File: config.mk
export PLATFORM = sky130hd
export DESIGN_NAME = i2c_write_sequencer
export DESIGN_NICKNAME = d
export VERILOG_FILES = /design/src/rtl/i2c_pkg.sv /design/src/rtl/i2c_edge_detect.sv /design/src/rtl/i2c_write_sequencer.sv
export SDC_FILE = /design/constraint.sdc
export NUM_CORES = 1
export LEC_CHECK = 0
export CORE_MARGIN = 1
export CORE_UTILIZATION = 45
export DETAILED_ROUTE_END_ITERATION = 16
export GPL_TIMING_DRIVEN = 0
export PLACE_DENSITY = 0.7
export RECOVER_POWER = 100
export SLEW_MARGIN = 30
export SYNTH_ARGS = -nofsm -noshare
export SYNTH_HDL_FRONTEND = slang
export SYNTH_SLANG_ARGS = --single-unit
File: constraint.sdc
create_clock -name clock -period 1.9 [get_ports clock]
set_input_delay 0.475 -clock clock [delete_from_list [all_inputs] [get_ports clock]]
set_output_delay 0.475 -clock clock [all_outputs]
set_load 0.01 [all_outputs]
File: src/rtl/i2c_pkg.sv
// Shared definitions for the I2C master sequencer: state encoding, R/W bit values
// and default START/STOP hold lengths.
package i2c_pkg;

    typedef enum logic [3:0] {
        ST_IDLE     = 4'd0,
        ST_START    = 4'd1,
        ST_ADDR     = 4'd2,
        ST_ADDR_ACK = 4'd3,
        ST_DATA     = 4'd4,
        ST_DATA_RD  = 4'd5,
        ST_DATA_ACK = 4'd6,
        ST_STOP     = 4'd7,
        ST_DONE     = 4'd8
    } i2c_state_e;

    localparam logic I2C_WRITE = 1'b0;
    localparam logic I2C_READ  = 1'b1;

    localparam int unsigned DEFAULT_START_HOLD = 4;
    localparam int unsigned DEFAULT_STOP_HOLD  = 4;

    // Terminal value of an 8-bit hold counter that starts at zero.
    function automatic logic [7:0] hold_last(input int unsigned cycles);
        return 8'(cycles - 1);
    endfunction

endpackage

File: src/rtl/i2c_edge_detect.sv
// Registers an SCL-rate square wave once and emits single-cycle rise/fall pulses.
// Idle level is high, so leaving reset never produces a spurious edge.
module i2c_edge_detect (
    input  logic clk_i,
    input  logic rst_ni,
    input  logic scl_i,
    output logic rise_o,
    output logic fall_o
);

    logic scl_q;

    always_ff @(posedge clk_i or negedge rst_ni) begin
        if (!rst_ni) begin
            scl_q <= 1'b1;
        end else begin
            scl_q <= scl_i;
        end
    end

    assign rise_o = ~scl_q & scl_i;
    assign fall_o = scl_q & ~scl_i;

endmodule

File: src/rtl/i2c_write_sequencer.sv
// I2C master that runs one START/address/ACK/data/ACK/STOP write around the baud generator.
// Define I2C_READ_EN to add a single-byte read (RW input, DataOut output, DATA_RD state).
module i2c_write_sequencer
    import i2c_pkg::*;
#(
    parameter int unsigned StartHoldCycles = DEFAULT_START_HOLD,
    parameter int unsigned StopHoldCycles  = DEFAULT_STOP_HOLD
) (
    input  logic       clock,
    input  logic       Reset,
    input  logic       Go,
    input  logic [6:0] SlaveAddress,
    input  logic [7:0] DataIn,
    input  logic       ClockI2C,
    input  logic       SDAIn,
`ifdef I2C_READ_EN
    input  logic       RW,
    output logic [7:0] DataOut,
`endif
    output logic       BaudEnable,
    output logic       SCL,
    output logic       SDAOut,
    output logic       SDAOE,
    output logic       Busy,
    output logic       Done,
    output logic       AckError
);

    localparam logic [7:0] START_LAST = hold_last(StartHoldCycles);
    localparam logic [7:0] STOP_LAST  = hold_last(StopHoldCycles);

    i2c_state_e state_q, state_d;
    logic [7:0] cnt_q, cnt_d;
    logic [2:0] bit_cnt_q, bit_cnt_d;
    logic       bit_last_q, bit_last_d;
    logic       sda_oe_q, sda_oe_d;
    logic       sda_out_q, sda_out_d;
    logic       baud_en_q, baud_en_d;
    logic       ack_err_q, ack_err_d;
    logic [7:0] addr_q, addr_d;
    logic [7:0] data_q, data_d;
    logic       scl_rise, scl_fall;

`ifdef I2C_READ_EN
    logic       rw_q, rw_d;
    logic [7:0] rd_q, rd_d;
    logic [7:0] dout_q, dout_d;
`endif

    i2c_edge_detect u_edge (
        .clk_i  (clock),
        .rst_ni (Reset),
        .scl_i  (ClockI2C),
        .rise_o (scl_rise),
        .fall_o (scl_fall)
    );

    // State and control registers
    always_ff @(posedge clock or negedge Reset) begin
        if (!Reset) begin
            state_q    <= ST_IDLE;
            cnt_q      <= 8'd0;
            bit_cnt_q  <= 3'd0;
            bit_last_q <= 1'b0;
            sda_oe_q   <= 1'b0;
            sda_out_q  <= 1'b1;
            baud_en_q  <= 1'b0;
            ack_err_q  <= 1'b0;
`ifdef I2C_READ_EN
            rw_q       <= I2C_WRITE;
            dout_q     <= 8'd0;
`endif
        end else begin
            state_q    <= state_d;
            cnt_q      <= cnt_d;
            bit_cnt_q  <= bit_cnt_d;
            bit_last_q <= bit_last_d;
            sda_oe_q   <= sda_oe_d;
            sda_out_q  <= sda_out_d;
            baud_en_q  <= baud_en_d;
            ack_err_q  <= ack_err_d;
`ifdef I2C_READ_EN
            rw_q       <= rw_d;
            dout_q     <= dout_d;
`endif
        end
    end

    // Shift registers carry payload only; their contents are always loaded before use.
    always_ff @(posedge clock) begin
        addr_q <= addr_d;
        data_q <= data_d;
`ifdef I2C_READ_EN
        rd_q   <= rd_d;
`endif
    end

    // Next-state logic
    always_comb begin
        state_d    = state_q;
        cnt_d      = cnt_q;
        bit_cnt_d  = bit_cnt_q;
        bit_last_d = bit_last_q;
        sda_oe_d   = sda_oe_q;
        sda_out_d  = sda_out_q;
        baud_en_d  = baud_en_q;
        ack_err_d  = ack_err_q;
        addr_d     = addr_q;
        data_d     = data_q;
`ifdef I2C_READ_EN
        rw_d       = rw_q;
        rd_d       = rd_q;
        dout_d     = dout_q;
`endif
        case (state_q)
            ST_IDLE: begin
                if (Go) begin
`ifdef I2C_READ_EN
                    rw_d   = RW ? I2C_READ : I2C_WRITE;
                    addr_d = {SlaveAddress, RW ? I2C_READ : I2C_WRITE};
`else
                    addr_d = {SlaveAddress, I2C_WRITE};
`endif
                    data_d     = DataIn;
                    ack_err_d  = 1'b0;
                    cnt_d      = 8'd0;
                    sda_oe_d   = 1'b1;
                    sda_out_d  = 1'b0;
                    state_d    = ST_START;
                end
            end
            ST_START: begin
                if (cnt_q == START_LAST) begin
                    cnt_d      = 8'd0;
                    bit_cnt_d  = 3'd0;
                    bit_last_d = 1'b0;
                    baud_en_d  = 1'b1;
                    state_d    = ST_ADDR;
                end else begin
                    cnt_d = cnt_q + 8'd1;
                end
            end
            ST_ADDR: begin
                if (scl_fall) begin
                    if (bit_last_q) begin
                        bit_cnt_d  = 3'd0;
                        bit_last_d = 1'b0;
                        sda_oe_d   = 1'b0;
                        sda_out_d  = 1'b1;
                        state_d    = ST_ADDR_ACK;
                    end else begin
                        sda_out_d  = addr_q[7];
                        addr_d     = {addr_q[6:0], 1'b0};
                        bit_cnt_d  = bit_cnt_q + 3'd1;
                        bit_last_d = (bit_cnt_q == 3'd7);
                    end
                end
            end
            ST_ADDR_ACK: begin
                if (scl_rise && SDAIn) begin
                    ack_err_d = 1'b1;
                end
                // The ACK slot ends on the fall; the first data bit goes out on that same fall.
                if (scl_fall) begin
                    if (ack_err_q) begin
                        sda_oe_d  = 1'b1;
                        sda_out_d = 1'b0;
                        cnt_d     = 8'd0;
                        state_d   = ST_STOP;
`ifdef I2C_READ_EN
                    end else if (rw_q) begin
                        bit_cnt_d  = 3'd0;
                        bit_last_d = 1'b0;
                        state_d    = ST_DATA_RD;
`endif
                    end else begin
                        sda_oe_d   = 1'b1;
                        sda_out_d  = data_q[7];
                        data_d     = {data_q[6:0], 1'b0};
                        bit_cnt_d  = 3'd1;
                        bit_last_d = 1'b0;
                        state_d    = ST_DATA;
                    end
                end
            end
            ST_DATA: begin
                if (scl_fall) begin
                    if (bit_last_q) begin
                        bit_cnt_d  = 3'd0;
                        bit_last_d = 1'b0;
                        sda_oe_d   = 1'b0;
                        sda_out_d  = 1'b1;
                        state_d    = ST_DATA_ACK;
                    end else begin
                        sda_out_d  = data_q[7];
                        data_d     = {data_q[6:0], 1'b0};
                        bit_cnt_d  = bit_cnt_q + 3'd1;
                        bit_last_d = (bit_cnt_q == 3'd7);
                    end
                end
            end
`ifdef I2C_READ_EN
            ST_DATA_RD: begin
                if (scl_rise && !bit_last_q) begin
                    rd_d       = {rd_q[6:0], SDAIn};
                    bit_cnt_d  = bit_cnt_q + 3'd1;
                    bit_last_d = (bit_cnt_q == 3'd7);
                end
                // Master NACK is sent by leaving SDA released through the ACK slot.
                if (scl_fall && bit_last_q) begin
                    bit_cnt_d  = 3'd0;
                    bit_last_d = 1'b0;
                    sda_oe_d   = 1'b0;
                    sda_out_d  = 1'b1;
                    state_d    = ST_DATA_ACK;
                end
            end
`endif
            ST_DATA_ACK: begin
`ifdef I2C_READ_EN
                if (scl_rise && SDAIn && !rw_q) begin
                    ack_err_d = 1'b1;
                end
`else
                if (scl_rise && SDAIn) begin
                    ack_err_d = 1'b1;
                end
`endif
                if (scl_fall) begin
                    sda_oe_d  = 1'b1;
                    sda_out_d = 1'b0;
                    cnt_d     = 8'd0;
                    state_d   = ST_STOP;
                end
            end
            ST_STOP: begin
                // One cycle with SCL still low, then park SCL high and time the STOP setup.
                if (baud_en_q) begin
                    baud_en_d = 1'b0;
                    cnt_d     = 8'd0;
                end else if (cnt_q == STOP_LAST) begin
                    sda_oe_d  = 1'b0;
                    sda_out_d = 1'b1;
                    cnt_d     = 8'd0;
                    state_d   = ST_DONE;
`ifdef I2C_READ_EN
                    dout_d    = rd_q;
`endif
                end else begin
                    cnt_d = cnt_q + 8'd1;
                end
            end
            ST_DONE: begin
                state_d = ST_IDLE;
            end
            default: begin
                state_d = ST_IDLE;
            end
        endcase
    end

    // Outputs
    always_comb begin
        BaudEnable = baud_en_q;
        SCL        = baud_en_q ? ClockI2C : 1'b1;
        SDAOut     = sda_out_q;
        SDAOE      = sda_oe_q;
        Busy       = (state_q != ST_IDLE) && (state_q != ST_DONE);
        Done       = (state_q == ST_DONE);
        AckError   = ack_err_q;
`ifdef I2C_READ_EN
        DataOut    = dout_q;
`endif
    end

endmodule

**Yosys cells after proc, flatten, opt, wreduce, memory -nomap -nowiden**

Index checks and enable logic that the tools add are counted.
Widths: inputs -> output; s select.

- Word-level logic and storage cells: 130
- Bits in latches: 0
- Flip-flop bits (word level): 37
- Memories kept: 0
- Memory bits (writable): 0
- ROM bits: 0

- Equality and inequality tests: 28
- Add/subtract/negate cells: 2
- Shift operators: 0
- Order comparisons: 0
- Mux-type cells: 62
- Bitwise operators: 4
- Multipliers: 0
- Divide/modulo/power cells: 0
- Reductions and logical operators: 23

Operators with widths:

| cell | number |
|---|---|
| $mux 8 | 14 |
| $mux 4 | 10 |
| $pmux 8 s5 | 1 |
| $ne 2x2->1 const B | 14 |
| $pmux 4 s7 | 1 |
| $pmux 8 s3 | 1 |
| $mux 1 | 22 |
| $pmux 8 s2 | 1 |
| $mux 3 | 5 |
| $eq 4x3->1 const B | 3 |
| $reduce_and 10->1 | 1 |
| $reduce_and 5->1 | 2 |
| $pmux 3 s3 | 1 |
| $add 8x1->8 const B | 1 |
| $eq 4x2->1 const B | 2 |
| $eq 8x2->1 const B | 1 |
| $ne 2x1->1 const B | 4 |
| $reduce_and 8->1 | 1 |
| $reduce_bool 4->1 | 2 |
| $reduce_and 7->1 | 1 |
| $pmux 1 s6 | 1 |
| $reduce_and 6->1 | 1 |
| $reduce_bool 2->1 | 3 |
| $reduce_bool 3->1 | 2 |
| other kinds (19) | 24 |

**Depth between registers and ports, before layout**

Gate-level depths: netlist of the first run.

- Word-level depth: 5
- Mapped depth: 7
- Depth with buffers taken out: 5

**Modules after synthesis**

From an unflattened synthesis of the first run, not the netlist that was laid out.

- Cell total of the unflattened synthesis: 201
- Area total of the unflattened synthesis: 2094.5 um2

Modules (own cells, without submodules):

| module | area each (um2) | instances | cells an instance |
|---|---|---|---|
| i2c_write_sequencer | 2053.2 | 1 | 198 |
| i2c_edge_detect | 41.3 | 1 | 3 |

**Least setup slack after synthesis of the first run**

Ideal clock, no wire load.

- Path kind: flip-flop to flip-flop
- Start point: reg state_q[0]
- End point: reg addr_q[1] (enable)
- Data arrival time: 1.707 ns
- Setup slack: -0.190 ns
- Setup time: 0.383 ns
- Stages on the path, launching flop included: 5
- Path buffers: 2
- Cells stage by stage: dfrtp_1 buf_2 clkbuf_1 or2_1 a211oi_1

- Longest elaborated chain between the ends: 3

RTL lines:

| what | RTL line | text |
|---|---|---|
| start, declared | i2c_write_sequencer.sv:32 | `i2c_state_e state_q, state_d;` |
| start signal, assigned | i2c_write_sequencer.sv:74 | `state_q <= state_d;` |
| $eq 4x2->1 / $logic_not 4->1 (equally long branches) | i2c_write_sequencer.sv:115 | `case (state_q)` |
| $ne 2x2->1 (no source line) / $reduce_bool 2->1 (equally long branches) | - |  |
| $reduce_and 4->1 (no source line) * | - |  |
| end signal, assigned | i2c_write_sequencer.sv:91 | `addr_q <= addr_d;` |
| end, declared | i2c_write_sequencer.sv:40 | `logic [7:0] addr_q, addr_d;` |

Mark *: on every way between the ends. The rest lies on a longest branch, timed or not.
A chain may end at the register's enable or synchronous reset.

**Worst setup path after layout of the first run**

- Start point: reg state_q[1]
- End point: out Done

- Longest elaborated chain between the ends: 1

RTL lines:

| what | RTL line | text |
|---|---|---|
| $eq 4x4->1 | i2c_write_sequencer.sv:269 | `Done = (state_q == ST_DONE);` |
| end, declared | i2c_write_sequencer.sv:25 | `output logic Done,` |

Every way passes these cells.

==> results of run 1 <==
[layout by cell type, fill, tap and decap left out, drive strengths merged, types with 4 or more instances in the layout]
cell            n
a21oi          12
and3            4
buf            30
clkbuf         10
clkdlybuf4s50  21
dfrtp          19
edfxtp         15
inv             8
mux2           16
mux2i           4
nand2          17
nand2b          4
nand3           9
nor2           16
nor2b           7
nor4            5
o21ai          14
or2             4
[cell families after synthesis]
logic type	after synthesis	synth area share (%)
xor+xnor	1	0.412
fa+ha+maj	3	1.76
mux	20	10.5
flops	36	46.0
simple gates	76	20.9
buf+inv	18	4.06
compound gates	50	16.4
[metal layers]
| layer | GRT usage, % | part of all wire [%] | vias to the layer above | wire length, µm |
|---|---|---|---|---|
| met2 | 33.7 | 49 | 52 | 2590 |
| met4 | 8.89 | 2.0 | 0 | 105 |
| met3 | 4.56 | 4.6 | 11 | 247 |
| met1 | 27.1 | 45 | 882 | 2390 |
| li1 | - | - | 865 | - |
| met5 | 0 | 0 | - | 0 |
[per-stage QoR]
step / util (%) / cell area (µm²) / std cells / setup slack [ns]
final: 65.6 / 2920 / 312 / -0.0214
after global routing: 65.6 / 2920 / 312 / -0.0908
after detailed placement: 55.3 / 2460 / 282 / -0.524
after floorplan: - / 2140 / 204 / 0.0407
after global placement: 55.4 / 2460 / 282 / -0.512
after CTS: 61.4 / 2730 / 301 / 0.00728
[what timing repair did]
action	in CTS	in global routing
gates cloned	0	2
resized for setup	31	23
endpoints found under the setup margin	45	18
buffers inserted	11	9
pin swaps	6	6
[report_power, final]
group	switching [mW]	total, mW	leakage [nW]	internal [mW]
clock network	0.276	0.699	0.0588	0.423
logic	1.59	3.18	0.745	1.58
registers	0.150	1.28	0.403	1.13
[worst reg2reg max path: cells and delay by family (launching register included)]
family	cells	cell delay, ns
buf+inv	2	0.32
simple gates	1	0.42
compound gates	1	0.18
mux	1	0.31
flops	1	0.45
[state kept, by name (all words and copies together), names as in the netlist, 3 cells and up]
signal     count
cnt_q          8
data_q         8
addr_q         7
state_q        4
bit_cnt_q      3
[worst min-delay path by stage]
| stage | to | slack (ns) | depth (start not counted) |
|---|---|---|---|
| 2_1_floorplan | AckError | 0.18 | 0 |
| 3_3_place_gp | SDAOE | 0.49 | 1 |
| 3_5_place_dp | bit_cnt_q[0] | 0.47 | 1 |
| 4_1_cts | bit_cnt_q[0] | 0.14 | 1 |
| 5_1_grt | state_q[0] | 0.49 | 1 |
| 6_report | state_q[0] | 0.38 | 1 |
[layout make-up]
type                       instances  area (µm²)
sequential                        36         980
clock inverter                     2        33.8
multi-input combinational        150        1190
tap                               52        65.1
inverter                           9        37.5
clock buffer                       6        82.6
buffer                             9        88.8
timing repair buffer              48         442
fill                             376        1530
==> metrics.yaml, run 1 <==
worst_setup_path:
  worstPathCellList: "buf_6, buf_8, nor2_4, nand2_2, nor2_1, buf_2"
  endpoint: "Done"
  cpPeakStageDelay_ns: 0.45
  required_ns: 1.42
  timing.rr.end: "data_q[1]"
  cp-end-kind: "output pin"
  critical_path_class: "flop to output pin"
  crit_slowest_cell: "dfrtp_1"
  cp_max_fo: 6
  cp-startpoint: "state_q[1]"
  path_buf_inv: 3
  reg2reg_slack_ns: -0.01
  critPathArrivalTime_ns: 1.45
  rr_worst_depth: 5
  critPathLaunchType: "flop"
  crit_cells: 6
  timing.rr.start: "state_q[1]"
  critical-path-top-delay-family: "flip-flops"
cts:
  path_clk_slew_ns: 0.08
  cts_root_buf: "clkbuf_8"
  cts_tree: "built"
  cts_hold_buf: 0
  cts_buffers: 5
  insertion_delay_ns: 0.29
  cts_max_level: 2
  cts_num_sinks: 36
  cts_buffer_depth: 2
logic_synthesis:
  yosys_warnings: 0
  netlist_top_cells_area: "dfrtp_1 22%, edfxtp_1 21%, mux2_1 7.4%"
  synth-main-ff-cell: "dfrtp_1"
  yosysSeqAreaShare_pct: 46.0
  yosysTopAreaCell: "dfrtp_1"
  synthArstFlopShare_pct: 58.3
  netlist_instances: 204
  yosysTopAreaCellShare_pct: 22.4
  yosysMostFrequentCell: "dfrtp_1"
  synthesis.area_um2: 2130
  synth-edff-count: 15
  synth.net_count: 227
  post_synth_num_cell_types: 57
  yosys_register_bits: 36
  ys_top_cells_by_count: "19 x dfrtp_1, 17 x nand2_1, 15 x edfxtp_1, 15 x nor2_1, 14 x mux2_1"
  avgSynthCellArea_um2: 10.4
sta:
  setup_slack_ns: -0.0214
  setup_viol: 10
  period_needed_ns: 1.92
  worst-slew-pin-transition_ns: 1.15
  min_period_over_period_pct: 101
  hold_ws_ns: 0.381
  grt_setup_unrepaired: "true"
  max_freq_mhz: 520
  hold_viol_final: 0
  slew_violations: 0
  relSlewSlack_pct: 23.0
  setup_tns_ns: -0.0705
  clock_skew_ns: 0.00865
drt:
  vias: 1810
  drt_iter0_markers: 136
  routed_via_density: 5.80
  wl_per_cell_um: 17.1
  post-route-drc-count: 2
  final_antenna_net_count: 0
  firstDrtPassIters: 10
  drt_wl_total_mm: 5.33
global_route:
  grt_pass1_wl_mm: 8.10
  grt_max_degree: 22
  grt_pass1_vias: 1708
  grt.overflow.total: 0
  antenna_found_initial: 0
  track_usage_pct: 20.8
floorplanning:
  fp.dieArea_um2: 5010
  initial_core_util_pct: 47.9
  placeableCoreArea_um2: 4440
  ioPinCount: 27
  die_h_um: 70.8
  dieWidth_um: 70.8
  rows: 24
pwr:
  p_leak_nw: 1.21
  powerDensity_nw_per_um2: 1770
  ir_drop_mv: 0.675
  p_total_mw: 5.16
placed_design:
  routabilityCongestion: 0.840
  portBuffers: 26
  dp_hpwl_mm: 3.18
cells_and_area:
  drive_above_1_share_pct: 30.4
  antenna-diode-count: 0
  nNetsFinal: 282
  syn_to_final_growth_pct: 37.1
run_status:
  violations: "DRC, setup timing"
  status: "complete, but fails checks"
flow_run:
  maxCapViolCount: 0
worst_hold_path:
  hold_path.class: "input pin to asynchronous set/reset pin"
Power figures use the tool's default switching activity.
==> run 2: changes to the inputs <==
PLACE_DENSITY = 0.8   (was 0.7)
==> metrics.yaml, run 2 (synthesized netlist as in run 1, its figures left out) <==
run_status:
  status: "complete, but fails checks"
  violations: "setup timing"
pwr:
  pwr-share-clk_pct: 11.3
  swShare_pct: 40.6
  powerDensity_nw_per_um2: 1700
  intPower_mw: 2.80
  p_seq_share_pct: 27.0
  p_leak_nw: 1.13
  p_total_mw: 4.71
  power_switching_mw: 1.91
  ir_drop_mv: 0.894
  share_comb_of_total_power_pct: 61.7
global_route:
  grt_max_degree: 22
  track_usage_pct: 20.0
  grt_pass1_wl_mm: 7.69
  antenna_found_initial: 0
  grt_pass1_vias: 1643
  grt.overflow.total: 0
cts:
  cts_buffer_depth: 2
  cts_hold_buf: 0
  cts_tree: "built"
  cts_root_buf: "clkbuf_8"
  insertion_delay_ns: 0.29
  cts_max_level: 2
  cts_buffers: 5
  cts_num_sinks: 36
  path_clk_slew_ns: 0.07
worst_hold_path:
  hold_path.class: "input pin to asynchronous set/reset pin"
drt:
  wl_per_cell_um: 16.1
  final_antenna_net_count: 0
  drt_iter0_markers: 102
  routed_via_density: 5.80
  vias: 1768
  post-route-drc-count: 0
  firstDrtPassIters: 4
  drt_wl_total_mm: 4.91
cells_and_area:
  final_util_pct: 62.3
  top_regs: "cnt_q (8), data_q (8), addr_q (7)"
  layoutNonFillerInstCount: 305
  syn_to_final_growth_pct: 30.2
  stdcell_area_um2: 2770
  antenna-diode-count: 0
  fill_cells: 353
  layout_common_cells: "21 x clkdlybuf4s50_1, 17 x dfrtp_1, 16 x nand2_1"
  nNetsFinal: 275
  drive_above_1_share_pct: 25.3
  final_common_cell: "clkdlybuf4s50_1"
worst_setup_path:
  path_buf_inv: 1
  critPathLaunchType: "input pin"
  timing.rr.start: "state_q[0]"
  cpPeakStageDelay_ns: 0.48
  critPathArrivalTime_ns: 2.13
  critical_path_class: "input pin to flop"
  critical-path-top-delay-family: "simple AND/OR/NAND/NOR gates"
  cp_max_fo: 3
  cp-startpoint: "Go"
  cp-end-kind: "flop"
  required_ns: 2.11
  crit_slowest_cell: "clkdlybuf4s50_1"
  worstPathCellList: "clkdlybuf4s50_1, or4_4, a21oi_4, or2_4, nor4_4, mux2_4"
placed_design:
  portBuffers: 26
  pre_cts_ws_ns: -0.505
  routabilityCongestion: 0.903
  dpl-instance-area_um2: 2460
  numPlacedInstances: 282
  dp_hpwl_mm: 3.24
flow_run:
  maxCapViolCount: 0
floorplanning:
  initial_core_util_pct: 47.9
  ioPinCount: 27
  placeableCoreArea_um2: 4440
  rows: 24
  dieWidth_um: 70.8
  die_h_um: 70.8
  fp.dieArea_um2: 5010
sta:
  setup_slack_ns: -0.0194
  period_needed_ns: 1.92
  setup_viol: 1
  worst-slew-pin-transition_ns: 1.16
  clock_skew_ns: 0.00786
  min_period_over_period_pct: 101
  relSlewSlack_pct: 22.9
  hold_viol_final: 0
  slew_violations: 0
  grt_setup_unrepaired: "true"
  max_freq_mhz: 521
-- run 2: cell count changes in the layout (fill, tap and decap cells not counted), moves of 2 or more --
cell | previous run | this run
buf_4 | 17 | 12
buf_6 | 5 | 3
clkbuf_1 | 1 | 3
clkbuf_4 | 2 | 0
nand2b_1 | 2 | 4
-- run 2: timing repair --
| item | 4_1_cts | 5_1_grt |
|---|---|---|
| gates resized for setup | 24 | 17 |
| setup buffers | 7 | 8 |
| pin swaps | 5 | 9 |
| endpoints found under the setup margin | 43 | 27 |
-- run 2: stage by stage --
stage	TNS (ns)	hold WS (ns)
after global routing	-0.368	0.466
after global placement	-14.39	0.482
after detailed placement	-15.52	0.474
final	-0.0194	0.389
after floorplan	0	0.179
after CTS	0	0.157
-- run 2: layout make-up --
| type | count | area [µm²] | area share [%] |
|---|---|---|---|
| sequential | 36 | 981 | 35.4 |
| clock inverter | 2 | 11.3 | 0.407 |
| buffer | 9 | 87.6 | 3.16 |
| tap | 52 | 65.1 | 2.35 |
| timing repair buffer | 41 | 368 | 13.3 |
| inverter | 9 | 33.8 | 1.22 |
| multi-input combinational | 150 | 1150 | 41.5 |
| clock buffer | 6 | 72.6 | 2.62 |
-- run 2: routing by layer --
metal / global-route usage, % / part of all wire, % / vias to the layer above
met3: 3.56 / 5.8 / 11
met4: 8.22 / 2.3 / 0
li1: - / - / 852
met2: 31.8 / 48 / 52
met1: 27.0 / 44 / 853
met5: 0 / 0 / -
-- run 2: path summary, 6_finish.rpt --
check / end / slack [ns] / depth (start not counted)
setup / recovery: SDAOut / -0.02 / 6
hold / removal: bit_last_q / 0.39 / 1
setup reg to reg: SDAOut / -0.01 / 6
hold reg to reg: SDAOE / 0.49 / 1
max in group asynchronous: cnt_q[4] / 0.74 / 1
min in group clock: u_edge.scl_q / 0.46 / 1
-- run 2: power groups by stage --
| stage | combinational [mW] | clock [mW] | sequential [mW] |
|---|---|---|---|
| global placement | 2.18 | 0 | 1.28 |
| finish | 2.91 | 0.532 | 1.27 |
| global route | 3.12 | 0.574 | 1.30 |
| floorplan | 1.68 | 0 | 1.27 |
| detailed placement | 2.22 | 0 | 1.29 |
| CTS | 2.57 | 0.547 | 1.26 |
==> run 3: changes to the inputs <==
CORE_UTILIZATION = 63   (was 45)
DONT_BUFFER_PORTS = 1   (was unset)
PLACE_DENSITY = 0.89   (was 0.8)
clock period = 1.8 ns   (was 1.9 ns; I/O delays follow)
==> metrics.yaml, run 3 (synthesized netlist as in run 1, its figures left out) <==
global_route:
  grt_max_degree: 22
  track_usage_pct: 33.0
  grt_pass1_wl_mm: 8.56
  grt.overflow.total: 0
  grt_pass1_vias: 1782
  antenna_found_initial: 0
cells_and_area:
  nNetsFinal: 272
  ff_latch_area_um2: 981
  antenna-diode-count: 0
  top_regs: "cnt_q (8), data_q (8), addr_q (7)"
  drive_above_1_share_pct: 44.0
  multiInputGateArea_um2: 1300
  layout_common_cells: "32 x buf_4, 17 x dfrtp_1, 16 x nand2_1"
  fill_cells: 94
  layoutNonFillerInstCount: 294
  stdcell_area_um2: 2880
  final_common_cell: "buf_4"
  syn_to_final_growth_pct: 35.5
sta:
  hold_viol_final: 0
  slew_violations: 0
  relSlewSlack_pct: 19.1
  min_period_over_period_pct: 113
  grt_setup_unrepaired: "true"
  worst-slew-pin-transition_ns: 1.21
  period_needed_ns: 2.03
  setup_viol: 36
  max_freq_mhz: 494
  clock_skew_ns: 0.0295
  setup_slack_ns: -0.225
drt:
  firstDrtPassIters: 6
  final_antenna_net_count: 0
  drt_wl_total_mm: 7.89
  wl_per_cell_um: 26.8
  post-route-drc-count: 0
  drt_iter0_markers: 461
  vias: 2157
  routed_via_density: 7.34
worst_setup_path:
  crit_slowest_cell: "dfstp_2"
  cpPeakStageDelay_ns: 0.58
  cp-end-kind: "flop"
  critical-path-top-delay-family: "flip-flops"
  path_buf_inv: 0
  worstPathCellList: "nor2b_2, o21ai_0, a22oi_1, nor3b_2, mux2_1"
  critical_path_class: "flop to flop"
  required_ns: 2.06
  critPathLaunchType: "flop"
  cp_max_fo: 3
  critPathArrivalTime_ns: 2.29
floorplanning:
  rows: 20
  dieWidth_um: 60.1
  fp.dieArea_um2: 3610
  initial_core_util_pct: 68.0
  ioPinCount: 27
  placeableCoreArea_um2: 3130
  die_h_um: 60.1
pwr:
  p_total_mw: 6.22
  ir_drop_mv: 1.16
  p_leak_nw: 1.21
  powerDensity_nw_per_um2: 2160
cts:
  cts_tree: "built"
  insertion_delay_ns: 0.38
  cts_buffer_depth: 2
  path_clk_slew_ns: 0.13
  cts_num_sinks: 36
  cts_buffers: 5
  cts_max_level: 2
  cts_root_buf: "clkbuf_4"
placed_design:
  routabilityCongestion: 0.930
  portBuffers: 0
  pre_cts_ws_ns: -0.268
  dpl-instance-area_um2: 2200
  numPlacedInstances: 248
  dp_hpwl_mm: 3.24
flow_run:
  maxCapViolCount: 0
run_status:
  violations: "setup timing"
  status: "complete, but fails checks"
worst_hold_path:
  hold_path.class: "input pin to flop"
run 3: cell count changes in the layout (fill, tap and decap cells not counted), moves of 4 or more:
cell	change
buf_4	+20
buf_6	+4
clkdlybuf4s50_1	-21
clkbuf_4	+5
nor2b_1	-4
a21oi_2	+4
clkbuf_8	-5
a21oi_1	-5
run 3: repair_timing:
| action | CTS | global route |
|---|---|---|
| pin swaps | 16 | 14 |
| setup buffers | 15 | 21 |
| hold buffers | 1 | 0 |
| resized for setup | 37 | 41 |
| endpoints found under the hold margin | 21 | 0 |
| cloned | 1 | 2 |
| endpoints found under the setup margin | 46 | 48 |
run 3: power by group:
| group | leakage [nW] | internal [mW] | switching, mW | total [mW] |
|---|---|---|---|---|
| combinational | 0.764 | 1.98 | 2.23 | 4.21 |
| sequential | 0.401 | 1.19 | 0.218 | 1.41 |
| clock | 0.0412 | 0.289 | 0.315 | 0.604 |
run 3: area by class of cell:
cell class | instances | area share (%)
plain buffers | 9 | 3.91
clock buffers | 5 | 1.30
clock inverters | 3 | 1.48
inverters | 9 | 1.30
multi-input cells | 150 | 45.0
flip-flops and latches | 36 | 34.0
well taps | 44 | 1.91
repair buffers | 38 | 11.1
run 3: worst paths after layout:
path / from / end / slack, ns / depth (start not counted)
worst max-delay path: u_edge.scl_q / SDAOE / -0.23 / 5
worst min-delay path: ClockI2C / u_edge.scl_q / 0.06 / 0
worst max register to register: u_edge.scl_q / SDAOE / -0.23 / 5
worst min register to register: bit_cnt_q[2] / bit_cnt_q[2] / 0.55 / 2
max in group asynchronous: Reset / cnt_q[5] / 0.69 / 1
min in group asynchronous: Reset / AckError / 0.29 / 1
run 3: per-stage QoR:
step                      hold WS [ns]  TNS (ns)  utilization, %
after detailed placement         0.155     -7.29            70.3
after global routing            0.0512     -3.81            92.2
after global placement           0.155     -6.35            70.3
final                           0.0560     -3.19            92.2
after floorplan                  0.154         0               -
after CTS                       0.0846    -0.453            81.9
run 3: routing by layer:
layer  GRT usage [%]  share of wire, %  wire length (µm)  vias to the layer above
met3            9.52                13               997                       84
li1                -                 -                 -                      837
met2            52.4                44              3490                      251
met5               0                 0                 0                        -
met4            16.9               7.0               554                        0
met1            40.5                36              2850                      985
